==> src/rtl/build_phrase.sv <==
// Packs 16-bit pixel words into 128-bit DRAM phrases, lane 0 in the LSBs.
// BUILD_PHRASE_FLUSH_EN: pad and emit a partial phrase when a newframe word arrives mid-phrase.
module build_phrase #(
    parameter int WORD_WIDTH       = 16,
    parameter int WORDS_PER_PHRASE = 8
) (
    input  logic                                 clk_in,
    input  logic                                 rst_n_in,
    input  logic                                 valid_word,
    output logic                                 ready_word,
    input  logic [WORD_WIDTH-1:0]                word,
    input  logic                                 newframe_in,
    output logic                                 valid_phrase,
    input  logic                                 ready_phrase,
    output logic [WORD_WIDTH*WORDS_PER_PHRASE-1:0] phrase_data,
    output logic                                 phrase_tuser,
    output logic                                 misalign_out
);

    localparam int PW = WORD_WIDTH * WORDS_PER_PHRASE;
    localparam int AW = PW - WORD_WIDTH;
    localparam int CW = $clog2(WORDS_PER_PHRASE);
    localparam logic [CW-1:0] LAST = CW'(WORDS_PER_PHRASE - 1);

    logic [AW-1:0] acc_data_q, acc_data_d;
    logic [CW-1:0] acc_count_q, acc_count_d;
    logic          acc_tuser_q, acc_tuser_d;
    logic          out_valid_q, out_valid_d;
    logic [PW-1:0] out_data_q, out_data_d;
    logic          out_tuser_q, out_tuser_d;
    logic          misalign_q, misalign_d;
    logic          mis_seen_q, mis_seen_d;

    logic slot_free;
    logic misalign;
    logic flush_pending;
    logic flush_fire;
    logic accept;

    always_comb begin
        slot_free = !out_valid_q | ready_phrase;
        misalign  = valid_word & newframe_in & (acc_count_q != '0);
`ifdef BUILD_PHRASE_FLUSH_EN
        flush_pending = misalign;
`else
        flush_pending = 1'b0;
`endif
        flush_fire = flush_pending & slot_free;
        ready_word = rst_n_in & !((acc_count_q == LAST) & !slot_free) & !flush_pending;
        accept     = valid_word & ready_word;

        acc_data_d  = acc_data_q;
        acc_count_d = acc_count_q;
        acc_tuser_d = acc_tuser_q;
        out_valid_d = out_valid_q;
        out_data_d  = out_data_q;
        out_tuser_d = out_tuser_q;

        if (out_valid_q & ready_phrase)
            out_valid_d = 1'b0;

        if (accept) begin
            if (misalign) begin
                // Drop the partial phrase; the newframe word restarts at lane 0
                acc_data_d  = AW'(word);
                acc_count_d = CW'(1);
                acc_tuser_d = 1'b1;
            end else if (acc_count_q == LAST) begin
                out_valid_d = 1'b1;
                out_data_d  = {word, acc_data_q};
                out_tuser_d = acc_tuser_q;
                acc_data_d  = '0;
                acc_count_d = '0;
            end else begin
                for (int k = 0; k < WORDS_PER_PHRASE - 1; k++)
                    if (acc_count_q == CW'(k))
                        acc_data_d[k*WORD_WIDTH +: WORD_WIDTH] = word;
                acc_count_d = acc_count_q + CW'(1);
                if (acc_count_q == '0)
                    acc_tuser_d = newframe_in;
            end
        end

        // Unwritten lanes are already zero, so the partial image is the padded phrase
        if (flush_fire) begin
            out_valid_d = 1'b1;
            out_data_d  = PW'(acc_data_q);
            out_tuser_d = acc_tuser_q;
            acc_data_d  = '0;
            acc_count_d = '0;
            acc_tuser_d = 1'b0;
        end

        misalign_d = misalign & !mis_seen_q;
        mis_seen_d = misalign & !accept & !flush_fire;
    end

    always_ff @(posedge clk_in or negedge rst_n_in) begin
        if (!rst_n_in) begin
            acc_data_q  <= '0;
            acc_count_q <= '0;
            acc_tuser_q <= 1'b0;
            out_valid_q <= 1'b0;
            out_data_q  <= '0;
            out_tuser_q <= 1'b0;
            misalign_q  <= 1'b0;
            mis_seen_q  <= 1'b0;
        end else begin
            acc_data_q  <= acc_data_d;
            acc_count_q <= acc_count_d;
            acc_tuser_q <= acc_tuser_d;
            out_valid_q <= out_valid_d;
            out_data_q  <= out_data_d;
            out_tuser_q <= out_tuser_d;
            misalign_q  <= misalign_d;
            mis_seen_q  <= mis_seen_d;
        end
    end

    assign valid_phrase = out_valid_q;
    assign phrase_data  = out_data_q;
    assign phrase_tuser = out_tuser_q;
    assign misalign_out = misalign_q;

endmodule

==> config.mk <==
export PLATFORM = sky130hd
export DESIGN_NAME = build_phrase
export DESIGN_NICKNAME = d
export VERILOG_FILES = /design/src/rtl/build_phrase.sv
export SDC_FILE = /design/constraint.sdc
export NUM_CORES = 1
export LEC_CHECK = 0
export CAP_MARGIN = 40
export CORE_ASPECT_RATIO = 0.75
export CORE_MARGIN = 5
export CORE_UTILIZATION = 53
export DETAILED_ROUTE_END_ITERATION = 8
export GPL_TIMING_DRIVEN = 0
export PLACE_DENSITY = 0.77
export SYNTH_ARGS = -nofsm -noshare
export SYNTH_HDL_FRONTEND = slang
export SYNTH_SLANG_ARGS = --single-unit
==> constraint.sdc <==
create_clock -name clk_in -period 2.6 [get_ports clk_in]
set_input_delay 0.52 -clock clk_in [delete_from_list [all_inputs] [get_ports clk_in]]
set_output_delay 0.52 -clock clk_in [all_outputs]
set_load 0.05 [all_outputs]
==> summary.txt, run 1 <==
Route
  • Drt drc: 0
  • DRT Wirelength: 24800 um
  • Via count: 6521
  • Drt wl/cell: 21.8 um
  • First-pass DRT Iterations: 4
  • Antenna-violating nets left: 0
  • Via density: 5.72
  • Initial DRC Count: 493

STA
  • Final setup viols: 0
  • Clock Skew: 0.0158 ns
  • Slew headroom: 0.522
  • Hold Vio Cnt, Final: 0
  • Post-route clock period utilization: 0.973
  • Least-Margin Pin Slew: 0.705 ns
  • Fin crit period: 2.53 ns
  • Max Slew Vio Count: 0
  • Max Freq: 395 MHz

Final layout
  • Nets: 908
  • Layout fillers: 1199
  • Layout cells sized above 1: 0.110
  • Final std cells w/o fill: 1140
  • Area grow syn2layout: 29.4%
  • Final Instance Area: 0.0123 sq mm
  • ANT cells: 0

Place
  • Post-placement cell count: 1094
  • Placer Congestion: 0.902
  • Post-DP Area: 0.0113 sq mm
  • HPWL after detailed placement: 16600 um
  • Port bufs: 152

Outcome
  • Outcome: completed

Worst hold path
  • Hold WC Path Type: primary input to asynchronous set/reset pin

Clocking
  • Worst-path clk slew: 0.06 ns
  • Inserted Clock Buffers: 24
  • CTS sink cnt: 248
  • Clock tree from TritonCTS: built
  • CTS Root Cell: clkbuf_16
  • Clk buf depth: 3
  • Insertion delay to the later sink of the worst-skew pair: 0.51 ns
  • Number of H-tree levels: 1

GRT
  • First-pass GRT wire length: 39100 um
  • All-Layer GR Usage: 0.242
  • Grt ovf: 0
  • Vias in the first global route: 6667
  • Initial antenna violation count: 0
  • Largest net degree at the start of global routing: 68

Setup path
  • Data required time of the critical path: 2.08 ns
  • FF-to-FF path depth: 9
  • WP data arrival: 2.01 ns
  • Cell family with most CP delay: adder cells
  • Cell breakdown of the critical path: ha_1, ha_1, nand3b_1, and2_1, buf_4
  • Most common cell on crit path: ha_1
  • Slowest-stage cell, CP: dfrtp_1
  • Crit Path Class: register to output pin
  • RR Startpoint: acc_count_q[0]$_DFFE_PN0P_
  • Critical path startpoint category: register
  • Largest stage delay, worst path: 0.41 ns
  • CP max FO: 4
  • WP buf/inv: 1
  • Crit end category: output pin
  • Reg2reg end: phrase_data[75]$_DFFE_PN0P_
  • Worst reg-to-reg setup slack: 0.09 ns

Floorplan
  • I/O Pins: 153
  • Die area: 0.0207 sq mm
  • Die Span X: 164 um
  • Starting Density: 0.539
  • Row count: 42
  • Chip height: 126 um
  • Core footprint: 0.0176 sq mm

Synthesis
  • Ys async rst share: 1.00
  • Ys Warns: 0
  • Post-synthesis average cell area: 13.6 sq um
  • Primary FF master, synth: dfrtp_1
  • EDFF count, synth: 0
  • Post-synthesis register bit count: 248
  • Mapped cell area: 0.00949 sq mm
  • Post-synthesis sequential area ratio: 0.654
  • Instance count of the mapped netlist: 699
  • Post-synth cell types: 33
  • Syn nets: 726

Power and ir drop
  • PD cells: 1320 mW/mm^2
  • Maximum vdd ir drop: 0.740 mV
  • Leakage power figure: 5.93 nW

Flow run
  • MaxCap Viol Count: 0
-- timing repair --
item,4_1_cts,5_1_grt
hold buffers,1,0
gates resized for setup,9,12
endpoints found under the hold margin,65,0
pin swaps,1,0
endpoints found under the setup margin,175,138
setup buffers,1,0
gates cloned,2,0
-- routing by layer --
metal	global-route usage	vias to the layer above	part of all wire
li1	-	2820	-
met1	0.370	3358	0.45
met2	0.363	296	0.45
met3	0.0418	47	0.078
met4	0.0680	0	0.029
met5	0	-	0
-- worst register-to-register path: stages (launching register included) --
cell and delay [ns]:
dfrtp_1 0.41, ha_1 0.24, ha_1 0.23, nand3b_1 0.16, buf_4 0.17, and2_2 0.22, and3_4 0.23, buf_8 0.17
buf_6 0.18, mux2_1 0.36
-- final cells by class --
type                            instances  area (sq um)  share of cell area
Timing Repair Buffer                  157          1660               0.136
Multi-Input combinational cell        399          2990               0.243
Inverter                                9          33.8             0.00275
Clock inverter                         12           145              0.0118
Tap cell                              242           303              0.0247
Clock buffer                           31           668              0.0544
Sequential cell                       248          6210               0.505
Buffer                                 42           274              0.0223
-- flip-flops by register name (all words and copies together) (netlist names) --
register and flops:
phrase_tuser 1, mis_seen_q 1, misalign_out 1, acc_tuser_q 1
acc_count_q 3, phrase_data 128, valid_phrase 1, acc_data_q 112
-- cell usage in the layout, fill, tap and decap left out, types with 2 or more instances in the layout --
cell type,instances
mux2_1,110
nand3_1,15
o2111ai_1,3
clkdlybuf4s50_1,150
buf_2,11
nand2b_1,3
clkbuf_1,17
clkinv_2,6
buf_6,10
nor2_1,2
o2bb2ai_1,28
nand2_1,100
a21o_1,3
buf_4,5
o21ai_0,70
o22ai_1,2
a22o_1,16
clkbuf_16,25
ha_1,6
bufinv_16,3
mux2_2,19
clkbuf_2,4
a221oi_2,2
bufbuf_16,2
buf_16,3
a211o_1,2
o211ai_1,2
and2_1,3
dfrtp_1,248
clkbuf_8,2
inv_1,9
mux2i_1,2
-- power breakdown --
part	total (mW)	internal, mW	switching (mW)
Sequential	6.36	5.41	0.953
Combinational	6.28	2.22	4.06
Clock	3.56	2.12	1.45
-- how the worst max path moves through the flow --
stage	from	to	depth (start not counted)
after floorplan	acc_count_q[0]$_DFFE_PN0P_	phrase_data[100]$_DFFE_PN0P_	8
after global placement	rst_n_in	phrase_data[8]$_DFFE_PN0P_	1
after detailed placement	rst_n_in	phrase_data[25]$_DFFE_PN0P_	8
after CTS	acc_count_q[0]$_DFFE_PN0P_	phrase_data[119]$_DFFE_PN0P_	9
after global routing	acc_count_q[0]$_DFFE_PN0P_	acc_data_q[84]$_DFFE_PN0P_	7
final	acc_count_q[0]$_DFFE_PN0P_	ready_word	5
-- cell families (layout without fill, tap and decap cells) --
family / Yosys count / in the layout / synth area share
AOI/OAI and AO/OA: 132 / 132 / 0.0936
adders and majority gates: 6 / 6 / 0.00791
buffers and inverters: 52 / 251 / 0.0319
DFF: 248 / 248 / 0.654
muxes: 131 / 131 / 0.155
and+or+nand+nor: 130 / 130 / 0.0572
-- per-stage QoR --
| step | power, mW | setup TNS, ns | worst slack (ns) | hold WS (ns) | util |
|---|---|---|---|---|---|
| floorplan | 10.2 | 0 | 0.418 | 0.224 | - |
| global placement | 12.4 | -4116.71 | -8.62 | 0.387 | 0.643 |
| detailed placement | 12.6 | -189.35 | -1.06 | 0.389 | 0.644 |
| CTS | 16.3 | 0 | 0.0111 | 0.0246 | 0.697 |
| global route | 17.0 | -0.146 | -0.0258 | 0.0346 | 0.698 |
| finish | 16.2 | 0 | 0.0702 | 0.0116 | 0.698 |
-- cell usage after synthesis (2+ instances only) --
cell type    n  area share
a22o_1      16       0.015
buf_6       10       0.012
o2111ai_1    3      0.0028
mux2i_1      2      0.0021
nand2_1    100       0.040
nand2b_1     3      0.0020
a211o_1      2      0.0018
o21ai_0     70       0.037
mux2_2      19       0.023
buf_4        5      0.0040
dfrtp_1    248        0.65
inv_1        9      0.0036
o211ai_1     2      0.0016
mux2_1     110        0.13
o2bb2ai_1   28       0.026
and3_1       2      0.0013
nor2_1       2     0.00079
a21o_1       3      0.0024
and2_1       4      0.0026
a221oi_2     2      0.0032
buf_2       11      0.0058
o22ai_1      2      0.0013
clkbuf_1    17      0.0067
ha_1         6      0.0079
nand3_1     15      0.0079
No activity file was read; power rests on OpenSTA's default activity.
==> inputs of run 2 (changes only) <==
TNS_END_PERCENT = 30   (was unset)
==> run 2 against run 1 <==
  * Sequential share of layout area is essentially flat
  * Final cell count is the same
  * Combinational power is essentially flat
  * First-iteration DRC count grew 0.81%
  * Sequential power is essentially flat
  * Clock skew is essentially flat
  * Final area is essentially flat
  * Total power is essentially flat
  * Register-to-register slack is essentially flat
  * Critical endpoint unchanged
==> summary.txt, run 2 (synthesis results as in run 1) <==
Outcome
  • Outcome: completed

Route
  • Via density: 5.72
  • Initial DRC Count: 497
  • Drt drc: 0
  • First-pass DRT Iterations: 5
  • Antenna-violating nets left: 0
  • Via count: 6525
  • Drt wl/cell: 21.8 um
  • DRT Wirelength: 24800 um

Setup path
  • Critical path startpoint category: register
  • Slowest-stage cell, CP: dfrtp_1
  • RR Startpoint: acc_count_q[0]$_DFFE_PN0P_
  • Most common cell on crit path: ha_1
  • Cell family with most CP delay: adder cells
  • WP buf/inv: 1
  • Cell breakdown of the critical path: ha_1, ha_1, nand3b_1, and2_1, buf_4
  • Largest stage delay, worst path: 0.42 ns
  • Crit Path Class: register to output pin
  • Crit path from: acc_count_q[0]$_DFFE_PN0P_
  • CP max FO: 4
  • WP data arrival: 2.02 ns
  • Data required time of the critical path: 2.08 ns
  • Crit end category: output pin

GRT
  • First-pass GRT wire length: 39100 um
  • Initial antenna violation count: 0
  • Vias in the first global route: 6667
  • Largest net degree at the start of global routing: 68
  • Grt ovf: 0
  • All-Layer GR Usage: 0.242

Clocking
  • CTS sink cnt: 248
  • CTS Root Cell: clkbuf_16
  • Clk buf depth: 3
  • Inserted Clock Buffers: 24
  • Insertion delay to the later sink of the worst-skew pair: 0.51 ns
  • Worst-path clk slew: 0.06 ns
  • Clock tree from TritonCTS: built
  • Number of H-tree levels: 1

Worst hold path
  • Hold WC Path Type: primary input to asynchronous set/reset pin

Power and ir drop
  • Total power: 16.2 mW
  • Leakage power figure: 5.93 nW
  • Maximum vdd ir drop: 0.739 mV
  • PD cells: 1320 mW/mm^2

STA
  • Slew headroom: 0.530
  • Max Freq: 394 MHz
  • Post-route clock period utilization: 0.977
  • Clock Skew: 0.0161 ns
  • Worst setup margin: 0.0611 ns
  • RSZ-0062 raised after global routing: true
  • Final setup viols: 0
  • Least-Margin Pin Slew: 0.694 ns
  • Max Slew Vio Count: 0
  • Hold Vio Cnt, Final: 0
  • Setup_tns: 0 ns
  • Fin crit period: 2.54 ns

Floorplan
  • Die Span X: 164 um
  • Core footprint: 0.0176 sq mm
  • Die area: 0.0207 sq mm
  • Chip height: 126 um
  • I/O Pins: 153
  • Starting Density: 0.539
  • Row count: 42

Final layout
  • Max reg flops: 128
  • Commonest non-fill, non-tap cell in the layout: dfrtp_1
  • Area grow syn2layout: 29.4%
  • Layout cells sized above 1: 0.109
  • Most frequent cells in the layout: dfrtp_1 (248), clkdlybuf4s50_1 (150), mux2_1 (110)
  • ANT cells: 0
  • Nets: 908
  • Final std cells w/o fill: 1140

Flow run
  • MaxCap Viol Count: 0

Place
  • Post-placement cell count: 1094
  • Placer Congestion: 0.902
  • HPWL after detailed placement: 16600 um
  • Setup Slack @ Placement: -1.06 ns
  • Port bufs: 152
-- run 2: cell counts in the layout (fill, tap and decap cells not counted) --
Identical to the previous run, type by type.
-- run 2: area by class of cell --
class	instances	area, sq um
Tap cell	242	303
Buffer	42	273
Inverter	9	33.8
Clock buffer	31	668
Fill cell	1199	5330
Timing Repair Buffer	157	1660
Clock inverter	12	145
Multi-Input combinational cell	399	2990
Sequential cell	248	6210
-- run 2: path summary, 6_finish.rpt --
path | slack, ns | end | cells after the start
worst max-delay path | 0.06 | ready_word | 5
worst min-delay path | 0.01 | acc_data_q[77]$_DFFE_PN0P_ | 2
worst max register to register | 0.08 | acc_data_q[88]$_DFFE_PN0P_ | 7
worst min register to register | 0.40 | misalign_out$_DFF_PN0_ | 1
max in group asynchronous | 2.20 | phrase_data[119]$_DFFE_PN0P_ | 2
min in group clk_in | 0.40 | misalign_out$_DFF_PN0_ | 1
-- run 2: power by group --
group	total [mW]	switching (mW)	internal (mW)
clock	3.56	1.44	2.12
combinational	6.28	4.06	2.22
sequential	6.36	0.952	5.41
total	16.2	6.46	9.74
-- run 2: routing by layer --
metal / vias to the layer above / GRT usage / share of wire
met5: - / 0 / 0
met4: 0 / 0.0680 / 0.027
met3: 40 / 0.0418 / 0.077
met2: 286 / 0.363 / 0.45
met1: 3374 / 0.370 / 0.45
li1: 2825 / - / -
-- run 2: worst register-to-register path, cell delays in order, from the launching register on --
cell	delay, ns
dfrtp_1	0.42
ha_1	0.24
ha_1	0.23
buf_2	0.21
or2_2	0.32
o2111ai_1	0.47
clkbuf_1	0.35
o21ai_0	0.15
-- run 2: what timing repair did --
action,4_1_cts,5_1_grt
resized for setup,9,10
cloned,2,0
hold buffers,1,0
pin swaps,1,0
setup buffers,1,0
setup endpoints to repair,175,138
hold endpoints to repair,65,0
-- run 2: through the flow --
stage,hold WS (ns),utilization,instance area (sq um)
after CTS,0.0246,0.697,12300
after global placement,0.387,0.643,11300
after detailed placement,0.389,0.644,11300
after floorplan,0.224,-,9490
after global routing,0.0346,0.697,12300
final,0.0114,0.697,12300
